**src/rtl/fe_capture_packer_pkg.sv**
```systemverilog
// Shared capture-entry commands, FSM states and the one-slot event record.
// Combinational helpers only; no latency, no backpressure.
package fe_capture_packer_pkg;

  typedef enum logic [1:0] {
    FE_FIFO_CMD_DATA = 2'd0,
    FE_FIFO_CMD_STAT = 2'd1,
    FE_FIFO_CMD_TIME = 2'd2
  } fe_cmd_e;

  typedef enum logic [1:0] {
    ST_IDLE      = 2'd0,
    ST_CAPTURE   = 2'd1,
    ST_TIME_PEND = 2'd2,
    ST_DONE      = 2'd3
  } fe_state_e;

  typedef struct packed {
    logic       is_data;
    logic [7:0] data;
    logic [4:0] stat;
  } fe_evt_t;

  // A status-only event carries a zero data byte.
  function automatic fe_evt_t make_evt(logic is_data, logic [7:0] data, logic [4:0] stat);
    fe_evt_t e;
    e.is_data = is_data;
    e.data    = is_data ? data : 8'h00;
    e.stat    = stat;
    return e;
  endfunction

  function automatic fe_cmd_e evt_cmd(fe_evt_t e);
    return e.is_data ? FE_FIFO_CMD_DATA : FE_FIFO_CMD_STAT;
  endfunction

endpackage

```
**src/rtl/fe_capture_packer_if.sv**
```systemverilog
// Sniff-event inputs, capture controls and capture-entry outputs of the packer.
// Wires only; FIFO-full is the sole backpressure and is level-sampled by the packer.
interface fe_capture_packer_if #(
  parameter int pTIMESTAMP_FULL_WIDTH = 16
);
  logic                             I_arm;
  logic [15:0]                      I_capture_len;
  logic                             I_timestamps_disable;
  logic                             I_fifo_full;
  logic [7:0]                       I_data;
  logic                             I_data_valid;
  logic [4:0]                       I_stat;
  logic                             I_stat_valid;
  logic [pTIMESTAMP_FULL_WIDTH-1:0] O_capture_time;
  logic [7:0]                       O_capture_data;
  logic [4:0]                       O_capture_stat;
  logic [1:0]                       O_capture_cmd;
  logic                             O_capture_data_wr;
  logic                             O_capturing;
  logic                             O_capture_done;
  logic                             O_overflow;

  modport master (
    output I_arm, I_capture_len, I_timestamps_disable, I_fifo_full,
           I_data, I_data_valid, I_stat, I_stat_valid,
    input  O_capture_time, O_capture_data, O_capture_stat, O_capture_cmd,
           O_capture_data_wr, O_capturing, O_capture_done, O_overflow
  );

  modport slave (
    input  I_arm, I_capture_len, I_timestamps_disable, I_fifo_full,
           I_data, I_data_valid, I_stat, I_stat_valid,
    output O_capture_time, O_capture_data, O_capture_stat, O_capture_cmd,
           O_capture_data_wr, O_capturing, O_capture_done, O_overflow
  );
endinterface

```
**src/rtl/fe_capture_packer_delta_timer.sv**
```systemverilog
// Saturating cycles-since-last-entry counter with clear, all-ones and short-fits flags.
// Count updates every cycle; clear wins; holds at all-ones until cleared.
module pw_delta_timer #(
  parameter int W  = 16,
  parameter int SW = 3
) (
  input  logic         clk,
  input  logic         rst_n,
  input  logic         clr,
  output logic [W-1:0] delta,
  output logic         all_ones,
  output logic         short_fits
);

  assign all_ones   = &delta;
  assign short_fits = ~|delta[W-1:SW];

  always_ff @(posedge clk or negedge rst_n) begin
    if (!rst_n) begin
      delta <= '0;
    end else if (clr) begin
      delta <= '0;
    end else if (!all_ones) begin
      delta <= delta + W'(1);
    end
  end

endmodule

```
**src/rtl/fe_capture_packer.sv**
```systemverilog
// Packs sniff events into timestamped DATA/STAT/TIME entries; entry strobed 1 cycle after the event (2 if a TIME entry goes first).
// FIFO-full is checked on the deciding cycle: the entry is dropped and O_overflow set, nothing is retried.
module fe_capture_packer
  import fe_capture_packer_pkg::*;
#(
  parameter int pTIMESTAMP_FULL_WIDTH  = 16,
  parameter int pTIMESTAMP_SHORT_WIDTH = 3
) (
  input logic               fe_clk,
  input logic               reset_n,
  fe_capture_packer_if.slave cap
);

  localparam int TW = pTIMESTAMP_FULL_WIDTH;

  fe_state_e   state;
  fe_evt_t     held;
  logic [15:0] entry_cnt;
  logic [TW-1:0] delta;
  logic        delta_all_ones, delta_short_fits, delta_clr;

  fe_evt_t     ev;
  logic        ev_vld, ts_en, start;
  logic        emit_vld, wr, drop, to_pend, done_hit;
  fe_cmd_e     emit_cmd;
  logic [TW-1:0] emit_time;
  fe_evt_t     emit_evt;

  assign ev     = make_evt(cap.I_data_valid, cap.I_data, cap.I_stat);
  assign ev_vld = cap.I_data_valid | cap.I_stat_valid;
  assign ts_en  = ~cap.I_timestamps_disable;
  assign start  = (state == ST_IDLE) && cap.I_arm;

  pw_delta_timer #(.W(TW), .SW(pTIMESTAMP_SHORT_WIDTH)) u_delta (
    .clk        (fe_clk),
    .rst_n      (reset_n),
    .clr        (delta_clr),
    .delta      (delta),
    .all_ones   (delta_all_ones),
    .short_fits (delta_short_fits)
  );

  always_comb begin
    emit_vld  = 1'b0;
    emit_cmd  = FE_FIFO_CMD_DATA;
    emit_time = '0;
    emit_evt  = '0;
    to_pend   = 1'b0;
    drop      = 1'b0;
    if (cap.I_arm) begin
      case (state)
        ST_CAPTURE: begin
          if (ev_vld) begin
            emit_vld = 1'b1;
            if (ts_en && !delta_short_fits) begin
              // Delta too wide for the entry: emit it as TIME and park the event.
              emit_cmd  = FE_FIFO_CMD_TIME;
              emit_time = delta;
              to_pend   = 1'b1;
            end else begin
              emit_cmd  = evt_cmd(ev);
              emit_time = ts_en ? delta : '0;
              emit_evt  = ev;
            end
          end else if (ts_en && delta_all_ones) begin
            emit_vld  = 1'b1;
            emit_cmd  = FE_FIFO_CMD_TIME;
            emit_time = delta;
          end
        end
        ST_TIME_PEND: begin
          emit_vld = 1'b1;
          emit_cmd = evt_cmd(held);
          emit_evt = held;
          drop     = ev_vld;
        end
        default: ;
      endcase
    end
    wr        = emit_vld && !cap.I_fifo_full;
    drop      = drop || (emit_vld && cap.I_fifo_full);
    delta_clr = wr || start;
    done_hit  = wr && (emit_cmd == FE_FIFO_CMD_DATA) && (cap.I_capture_len != 16'd0) &&
                ((entry_cnt + 16'd1) == cap.I_capture_len);
  end

  always_ff @(posedge fe_clk or negedge reset_n) begin
    if (!reset_n) begin
      state                 <= ST_IDLE;
      held                  <= '0;
      entry_cnt             <= '0;
      cap.O_capture_time    <= '0;
      cap.O_capture_data    <= '0;
      cap.O_capture_stat    <= '0;
      cap.O_capture_cmd     <= '0;
      cap.O_capture_data_wr <= 1'b0;
      cap.O_capturing       <= 1'b0;
      cap.O_capture_done    <= 1'b0;
      cap.O_overflow        <= 1'b0;
    end else begin
      cap.O_capture_data_wr <= wr;
      if (wr) begin
        cap.O_capture_time <= emit_time;
        cap.O_capture_data <= emit_evt.data;
        cap.O_capture_stat <= emit_evt.stat;
        cap.O_capture_cmd  <= emit_cmd;
      end
      if (wr && (emit_cmd == FE_FIFO_CMD_DATA)) entry_cnt <= entry_cnt + 16'd1;
      if (drop) cap.O_overflow <= 1'b1;
      if (to_pend) held <= ev;

      if (!cap.I_arm) begin
        state              <= ST_IDLE;
        cap.O_capturing    <= 1'b0;
        cap.O_capture_done <= 1'b0;
      end else begin
        case (state)
          ST_IDLE: begin
            state           <= ST_CAPTURE;
            cap.O_capturing <= 1'b1;
            entry_cnt       <= '0;
            cap.O_overflow  <= 1'b0;
          end
          ST_CAPTURE, ST_TIME_PEND: begin
            if (done_hit) begin
              state              <= ST_DONE;
              cap.O_capturing    <= 1'b0;
              cap.O_capture_done <= 1'b1;
            end else if (to_pend) begin
              state <= ST_TIME_PEND;
            end else begin
              state <= ST_CAPTURE;
            end
          end
          default: state <= ST_DONE;
        endcase
      end
    end
  end

endmodule

```
**src/flat_wrapper.sv**
```systemverilog
// flat-port wrapper written by rule: the top's interface ports become plain ports
module fe_capture_packer_flat import fe_capture_packer_pkg::*;
#(
  parameter int pTIMESTAMP_FULL_WIDTH  = 16,
  parameter int pTIMESTAMP_SHORT_WIDTH = 3
)
  (fe_clk, reset_n, cap_I_arm, cap_I_capture_len, cap_I_timestamps_disable, cap_I_fifo_full, cap_I_data, cap_I_data_valid, cap_I_stat, cap_I_stat_valid, cap_O_capture_time, cap_O_capture_data, cap_O_capture_stat, cap_O_capture_cmd, cap_O_capture_data_wr, cap_O_capturing, cap_O_capture_done, cap_O_overflow);
  fe_capture_packer_if #(.pTIMESTAMP_FULL_WIDTH(pTIMESTAMP_FULL_WIDTH)) cap_i ();
  input logic fe_clk;
  input logic reset_n;
  input wire logic [$bits(cap_i.I_arm)-1:0] cap_I_arm;
  input wire logic [$bits(cap_i.I_capture_len)-1:0] cap_I_capture_len;
  input wire logic [$bits(cap_i.I_timestamps_disable)-1:0] cap_I_timestamps_disable;
  input wire logic [$bits(cap_i.I_fifo_full)-1:0] cap_I_fifo_full;
  input wire logic [$bits(cap_i.I_data)-1:0] cap_I_data;
  input wire logic [$bits(cap_i.I_data_valid)-1:0] cap_I_data_valid;
  input wire logic [$bits(cap_i.I_stat)-1:0] cap_I_stat;
  input wire logic [$bits(cap_i.I_stat_valid)-1:0] cap_I_stat_valid;
  output wire logic [$bits(cap_i.O_capture_time)-1:0] cap_O_capture_time;
  output wire logic [$bits(cap_i.O_capture_data)-1:0] cap_O_capture_data;
  output wire logic [$bits(cap_i.O_capture_stat)-1:0] cap_O_capture_stat;
  output wire logic [$bits(cap_i.O_capture_cmd)-1:0] cap_O_capture_cmd;
  output wire logic [$bits(cap_i.O_capture_data_wr)-1:0] cap_O_capture_data_wr;
  output wire logic [$bits(cap_i.O_capturing)-1:0] cap_O_capturing;
  output wire logic [$bits(cap_i.O_capture_done)-1:0] cap_O_capture_done;
  output wire logic [$bits(cap_i.O_overflow)-1:0] cap_O_overflow;
  assign cap_i.I_arm = cap_I_arm;
  assign cap_i.I_capture_len = cap_I_capture_len;
  assign cap_i.I_timestamps_disable = cap_I_timestamps_disable;
  assign cap_i.I_fifo_full = cap_I_fifo_full;
  assign cap_i.I_data = cap_I_data;
  assign cap_i.I_data_valid = cap_I_data_valid;
  assign cap_i.I_stat = cap_I_stat;
  assign cap_i.I_stat_valid = cap_I_stat_valid;
  assign cap_O_capture_time = cap_i.O_capture_time;
  assign cap_O_capture_data = cap_i.O_capture_data;
  assign cap_O_capture_stat = cap_i.O_capture_stat;
  assign cap_O_capture_cmd = cap_i.O_capture_cmd;
  assign cap_O_capture_data_wr = cap_i.O_capture_data_wr;
  assign cap_O_capturing = cap_i.O_capturing;
  assign cap_O_capture_done = cap_i.O_capture_done;
  assign cap_O_overflow = cap_i.O_overflow;
  fe_capture_packer #(.pTIMESTAMP_FULL_WIDTH(pTIMESTAMP_FULL_WIDTH), .pTIMESTAMP_SHORT_WIDTH(pTIMESTAMP_SHORT_WIDTH)) u_core (.fe_clk(fe_clk), .reset_n(reset_n), .cap(cap_i));
endmodule
```
**config.mk**
```make
export PLATFORM = sky130hd
export DESIGN_NAME = fe_capture_packer_flat
export DESIGN_NICKNAME = d
export VERILOG_FILES = /design/src/rtl/fe_capture_packer_pkg.sv /design/src/rtl/fe_capture_packer_if.sv /design/src/rtl/fe_capture_packer_delta_timer.sv /design/src/rtl/fe_capture_packer.sv /design/src/flat_wrapper.sv
export SDC_FILE = /design/constraint.sdc
export NUM_CORES = 1
export LEC_CHECK = 0
export BUFFER_PORTS_ARGS = -buffer_cell sky130_fd_sc_hd__buf_2
export CORE_MARGIN = 1
export CORE_UTILIZATION = 57
export DETAILED_ROUTE_END_ITERATION = 8
export PLACE_DENSITY = 0.81
export REMOVE_ABC_BUFFERS = 1
export SLEW_MARGIN = 40
export SYNTH_ARGS = -nofsm -noshare
export SYNTH_HDL_FRONTEND = slang
export SYNTH_SLANG_ARGS = --single-unit
```
**constraint.sdc**
```tcl
create_clock -name fe_clk -period 2.9 [get_ports fe_clk]
set_input_delay 0 -clock fe_clk [delete_from_list [all_inputs] [get_ports fe_clk]]
set_output_delay 0 -clock fe_clk [all_outputs]
set_load 0.01 [all_outputs]
```
---- Word-level counts from Yosys, hierarchy flattened ----
Cells that the tools add are included.
word-level totals
  flip-flop bits (word level) ............. 83
  input bits .............................. 36
  output and inout port bits .............. 35
  logic and storage cells ................. 91
cells by class
  add/sub/neg operators ................... 2
  equality and inequality tests ........... 8
  multiplexer cells ....................... 46
  bitwise operators ....................... 2
  reduce and logical (&&, ||, !) cells .... 19
operators with widths
  cell                                                   count
  two-way mux 16 bit                                     11
  two-way mux 13 bit                                     3
  adder 16 x 1 -> 16 bit, second input constant          2
  case mux 13 bit (2 select lines)                       1
  two-way mux 1 bit                                      19
  equality test 16 bit                                   1
  AND reduction 16 bit                                   1
  nonzero test 16 bit                                    1
  two-way mux 2 bit                                      7
  OR reduction 13 bit                                    1
  logical AND 1 bit                                      8
  two-way mux 8 bit                                      1
  case mux 2 bit (2 select lines)                        2
  logical NOT 2 bit                                      2
  inequality test 2 x 1 -> 1 bit, second input constant  2
  case mux 1 bit (2 select lines)                        2
  AND reduction 2 bit                                    2
  inequality test 3 x 1 -> 1 bit, second input constant  1
  inequality test 3 x 2 -> 1 bit, second input constant  1
  equality test 2 x 1 -> 1 bit, second input constant    1
  equality test 2 bit, second input constant             1
  logical OR 1 bit                                       2
  inequality test 2 bit, second input constant           1
  OR reduction 2 bit                                     1
  3 further kinds                                        3

---- Depth between registers and ports, before layout ----
  depth in word-level cells ............... 13
  mapped depth ............................ 10
  gate-level depth less buffers ........... 9

---- Cells and area by module ----
Synthesis repeated with hierarchy kept, for this count alone.
unflattened totals
  cells, all modules ...................... 503
  area total of the unflattened synthesis .. 4581.9 µm²
modules (own cells, without submodules)
  module             instances  cells each  area each (µm²)  seq. area each (µm²)
  fe_capture_packer  1          407         3662.3           1676.6
  pw_delta_timer     1          96          919.6            400.4

---- Least setup slack after synthesis ----
OpenSTA, ideal clock, no wires.
  path kind ............................... register to register
  start ................................... reg u_core.entry_cnt[4]
  end ..................................... reg u_core.cap.O_capturing
  setup time .............................. 0.126 ns
  data arrival time ....................... 2.167 ns
  data required time ...................... 2.774 ns
  setup slack ............................. 0.608 ns
  stages on the path, launching flop included .. 9
  buffers on the path ..................... 2
  clock period less this slack ............ 2.292 ns
  path through ............................ dfrtp_1 -> clkbuf_2 -> nand4_4 -> or3_1 -> buf_6 -> or3_1 -> a221oi_2 -> nand4_1 -> o311a_1
between the ends
  word-level cells in the longest chain between the ends .. 5
ends and longest elaborated chain
  element                                          RTL line                    text
  start, declared                                  fe_capture_packer.sv:18     logic [15:0] entry_cnt;
  start signal, assigned                           fe_capture_packer.sv:108    if (wr && (emit_cmd == FE_FIFO_CMD_DATA)) entry_cnt <= entry_cnt + 16'd1;
  adder 16 x 1 -> 16 bit                           fe_capture_packer.sv:84     ((entry_cnt + 16'd1) == cap.I_capture_len);
  equality test 16 bit                             fe_capture_packer.sv:84
  logical AND 1 bit                                fe_capture_packer.sv:83     done_hit = wr && (emit_cmd == FE_FIFO_CMD_DATA) && (cap.I_capture_len != 16'd0) &&
  inequality test 3 x 2 -> 1 bit (no source line)  n/a
  AND reduction 2 bit (no source line)             n/a
  end signal, assigned                             fe_capture_packer.sv:97     cap.O_capturing <= 1'b0;
  end signal, assigned                             fe_capture_packer.sv:114    cap.O_capturing <= 1'b0;
  end signal, assigned                             fe_capture_packer.sv:120    cap.O_capturing <= 1'b1;
  end, declared                                    fe_capture_packer_if.sv:34  O_capture_data_wr, O_capturing, O_capture_done, O_overflow
Every way passes these cells.
A chain may end at the register's enable or synchronous reset.

---- Worst setup path in the final report ----
  start ................................... reg u_core.u_delta.delta[0]
  end ..................................... reg u_core.entry_cnt[6]
between the ends
  word-level cells in the longest chain between the ends .. 11
  elaborated cells on any way between the ends .. 16
  those cells by class .................... mux: 11; reduce/logical: 5
ends and longest elaborated chain
  element                              RTL line                             text
  start, declared                      fe_capture_packer_delta_timer.sv:10  output logic [W-1:0] delta,
  start signal, assigned               fe_capture_packer_delta_timer.sv:24  delta <= delta + W'(1);
  AND reduction 16 bit (*)             fe_capture_packer_delta_timer.sv:15  assign all_ones = &delta;
  logical AND 1 bit (*)                fe_capture_packer.sv:65              end else if (ts_en && delta_all_ones) begin
  two-way mux 1 bit (*)                fe_capture_packer.sv:65
  two-way mux 1 bit (*)                fe_capture_packer.sv:53              if (ev_vld) begin
  case mux 1 bit (2 select lines) (*)  fe_capture_packer.sv:51              case (state)
  two-way mux 1 bit (*)                fe_capture_packer.sv:50              if (cap.I_arm) begin
  logical AND 1 bit (*)                fe_capture_packer.sv:80              wr = emit_vld && !cap.I_fifo_full;
  net u_core.wr                        fe_capture_packer.sv:24              logic emit_vld, wr, drop, to_pend, done_hit;
  logical AND 1 bit (*)                fe_capture_packer.sv:108
  two-way mux 16 bit (*)               fe_capture_packer.sv:108
  two-way mux 16 bit                   fe_capture_packer.sv:117             case (state)
  two-way mux 16 bit (*)               fe_capture_packer.sv:112             if (!cap.I_arm) begin
The timed path passes the listed nets; every way through them passes the cells marked *.

==> reports/results.tsv <==
metric	value	unit
hold_violations	0	
synthArstFlopShare	1.000	
die-width	88.95	um
finalMaxSlewViolations	0	
tightestPinTransition	0.7410	ns
fin_setup_tns	0	ns
switching_share	0.3372	
status	complete, no violations	
grt_pass1_wl	15.76	mm
clock_sinks	83	
netlist_instances	449	
crit_family	simple AND/OR/NAND/NOR gates	
grt_start_max_net_pins	84	
clk_latency	0.35	ns
io_pins	71	
power_density	628.0	mW/mm^2
path_clk_slew	0.09	ns
yosys_warnings	0	
seq_area_frac_synth	0.4820	
finalPower	0.003207	W
cp_common_cell	buf_4	
wl_per_cell	15.59	um
routed_via_density	5.998	
finalSetupViolations	0	
syn2layout_area_growth	18.53	%
drtAntennaViolNets	0	
track_usage	0.2601	
die_h	88.95	um
diodes	0	
synth_ff_type	dfrtp_1	
pwr-share-comb	0.276	
synth_area	0.004309	mm^2
cts_setup_buffers	0	
ys_types	51	
slowest_stage	dfrtp_1	
wirelength	9.855	mm
drive_above_1_share	0.2083	
nNetsFinal	570	
leakage	2.302	nW
pre_cts_ws	0.2893	ns
p_clk_frac	0.254	
skew	0.01103	ns
ir_drop	291.5	uV
path_buf_inv	3	
hpwl	6.491	mm
htreeDepth	3	
fin_crit	2.686	ns
hp-class	input pin to flip-flop	
path_max_fanout	18	
ctsRootBufferMaster	clkbuf_8	
synth_edf_count	0	
num_vias	3791	
io_buffers	70	
dieArea	0.007911	mm^2
place.gp.congestion	0.9228	
period_share	0.9261	
rsz0062_at_grt	no	
core	0.007292	mm^2
cp.arrival	2.95	ns
drc_errors	0	
power_switching	0.001082	W
final_cell_mix	dfrtp_1, buf_2, nand2_1, o21ai_0, nor2_1	
critical-path-max-stage-delay	0.42	ns
cts_tree	built	
first_pass_iters	4	
path_cells	ha_1 -> nand4_1 -> nor4_1 -> buf_4 -> a21oi_4 -> inv_2 -> o211ai_2 -> buf_4 -> or3_1 -> a21oi_1	
setup_ws	0.2144	ns
slew_headroom	0.5015	
seq_power_share	0.470	
syn_avg_cell_area	9.597	um^2
synth_seq_cells	83	
critPathKind	flip-flop to flip-flop	
crit_path_end_kind	flip-flop	
first_iter_violations	169	
hold_ws	0.05584	ns
initial_utilization	0.5909	
internal_power	0.002126	W
crit_required	3.17	ns
overflow	0	
fmax	372.4	MHz
antenna_found_initial	0	
final_common_cell	dfrtp_1	
drv_cap	0	
rows	31	
post-route-util	0.7004	
cts_buffers	9	
start_kind	flip-flop	
max-clock-path-buffers	2	
grt_pass1_vias	3405	
[per-stage QoR]
step	std cells	instance area, um^2
floorplan	421	4187
global placement	600	4750
detailed placement	600	4753
CTS	632	5107
global route	632	5107
finish	632	5107
[timing repair]
item,4_1_cts,5_1_grt
resized for setup,0,0
hold buffers,16,0
endpoints found under the hold margin,108,0
[Yosys cell counts, drive strengths merged (5+ instances only)]
master	n	area share
a22o	16	0.033
a21oi	20	0.023
dfrtp	83	0.48
nor4	12	0.021
clkbuf	20	0.018
nor2	27	0.024
xnor2	17	0.035
nand2	50	0.044
inv	12	0.010
buf	8	0.010
xor2	13	0.026
ha	6	0.017
or4	5	0.0087
a32oi	13	0.026
o21ai	44	0.051
mux2	6	0.016
or3	16	0.024
nand4	14	0.024
nand3	19	0.022
nor3	7	0.0081
[final timing paths]
kind                            slack, ns  cells past startpoint                    startpoint                             to
worst max-delay path                 0.21                     10       u_core.u_delta.delta[0]            u_core.entry_cnt[6]
worst min-delay path                 0.06                      3              cap_I_data_valid                 u_core.held[9]
worst max register to register       0.21                     10       u_core.u_delta.delta[0]            u_core.entry_cnt[6]
worst min register to register       0.48                      2  u_core.cap.O_capture_data[4]   u_core.cap.O_capture_data[4]
max in group asynchronous            2.15                      2                       reset_n      u_core.cap.O_capture_done
min in group asynchronous            0.25                      2                       reset_n  u_core.cap.O_capture_time[11]
[routing by layer]
layer	part of all wire	global-route usage
met1	0.45	0.3486
met2	0.49	0.4273
met3	0.048	0.04247
met4	0.016	0.1010
met5	0	0
[power by group through the flow]
stage | Combinational (W) | Clock (W) | Sequential [W]
6_report | 0.000885 | 0.000814 | 0.00151
5_1_grt | 0.000992 | 0.000883 | 0.00154
4_1_cts | 0.000878 | 0.000833 | 0.00150
3_5_place_dp | 0.000855 | 0 | 0.00152
3_3_place_gp | 0.000824 | 0 | 0.00151
2_1_floorplan | 0.000491 | 0 | 0.00155
[kinds of logic after synthesis]
| family | synth area share |
|---|---|
| buffers and inverters | 0.03891 |
| and+or+nand+nor | 0.2012 |
| muxes | 0.02032 |
| adders and majority gates | 0.01742 |
| xor gates and xnor gates | 0.06098 |
| DFF | 0.4820 |
| AOI/OAI and AO/OA | 0.1792 |
[flip-flops by register name, indices dropped and copies added, names as in the netlist]
register / cells
u_core.held: 14
u_core.cap.O_capture_data_wr: 1
u_core.cap.O_capture_cmd: 2
u_core.cap.O_capturing: 1
u_core.cap.O_capture_data: 8
u_core.cap.O_capture_done: 1
u_core.cap.O_overflow: 1
u_core.cap.O_capture_time: 16
u_core.u_delta.delta: 16
u_core.state: 2
u_core.cap.O_capture_stat: 5
u_core.entry_cnt: 16
[cell type report]
type | count | area (um^2)
clock buffer | 11 | 131.4
clock inverter | 5 | 62.56
fill | 566 | 2185
inverter | 12 | 45.04
multi-input combinational | 326 | 2076
sequential | 83 | 2077
tap | 99 | 123.9
timing repair buffer | 96 | 591.8
[worst register-to-register path, stage by stage, from the launching register on]
cell and delay, ns:
dfrtp_1 0.42, ha_1 0.24, nand4_1 0.22, nor4_1 0.36, buf_4 0.19, a21oi_4 0.05, inv_2 0.09, o211ai_2 0.28
buf_4 0.28, or3_1 0.34, a21oi_1 0.14
Power figures use the tool's default switching activity.
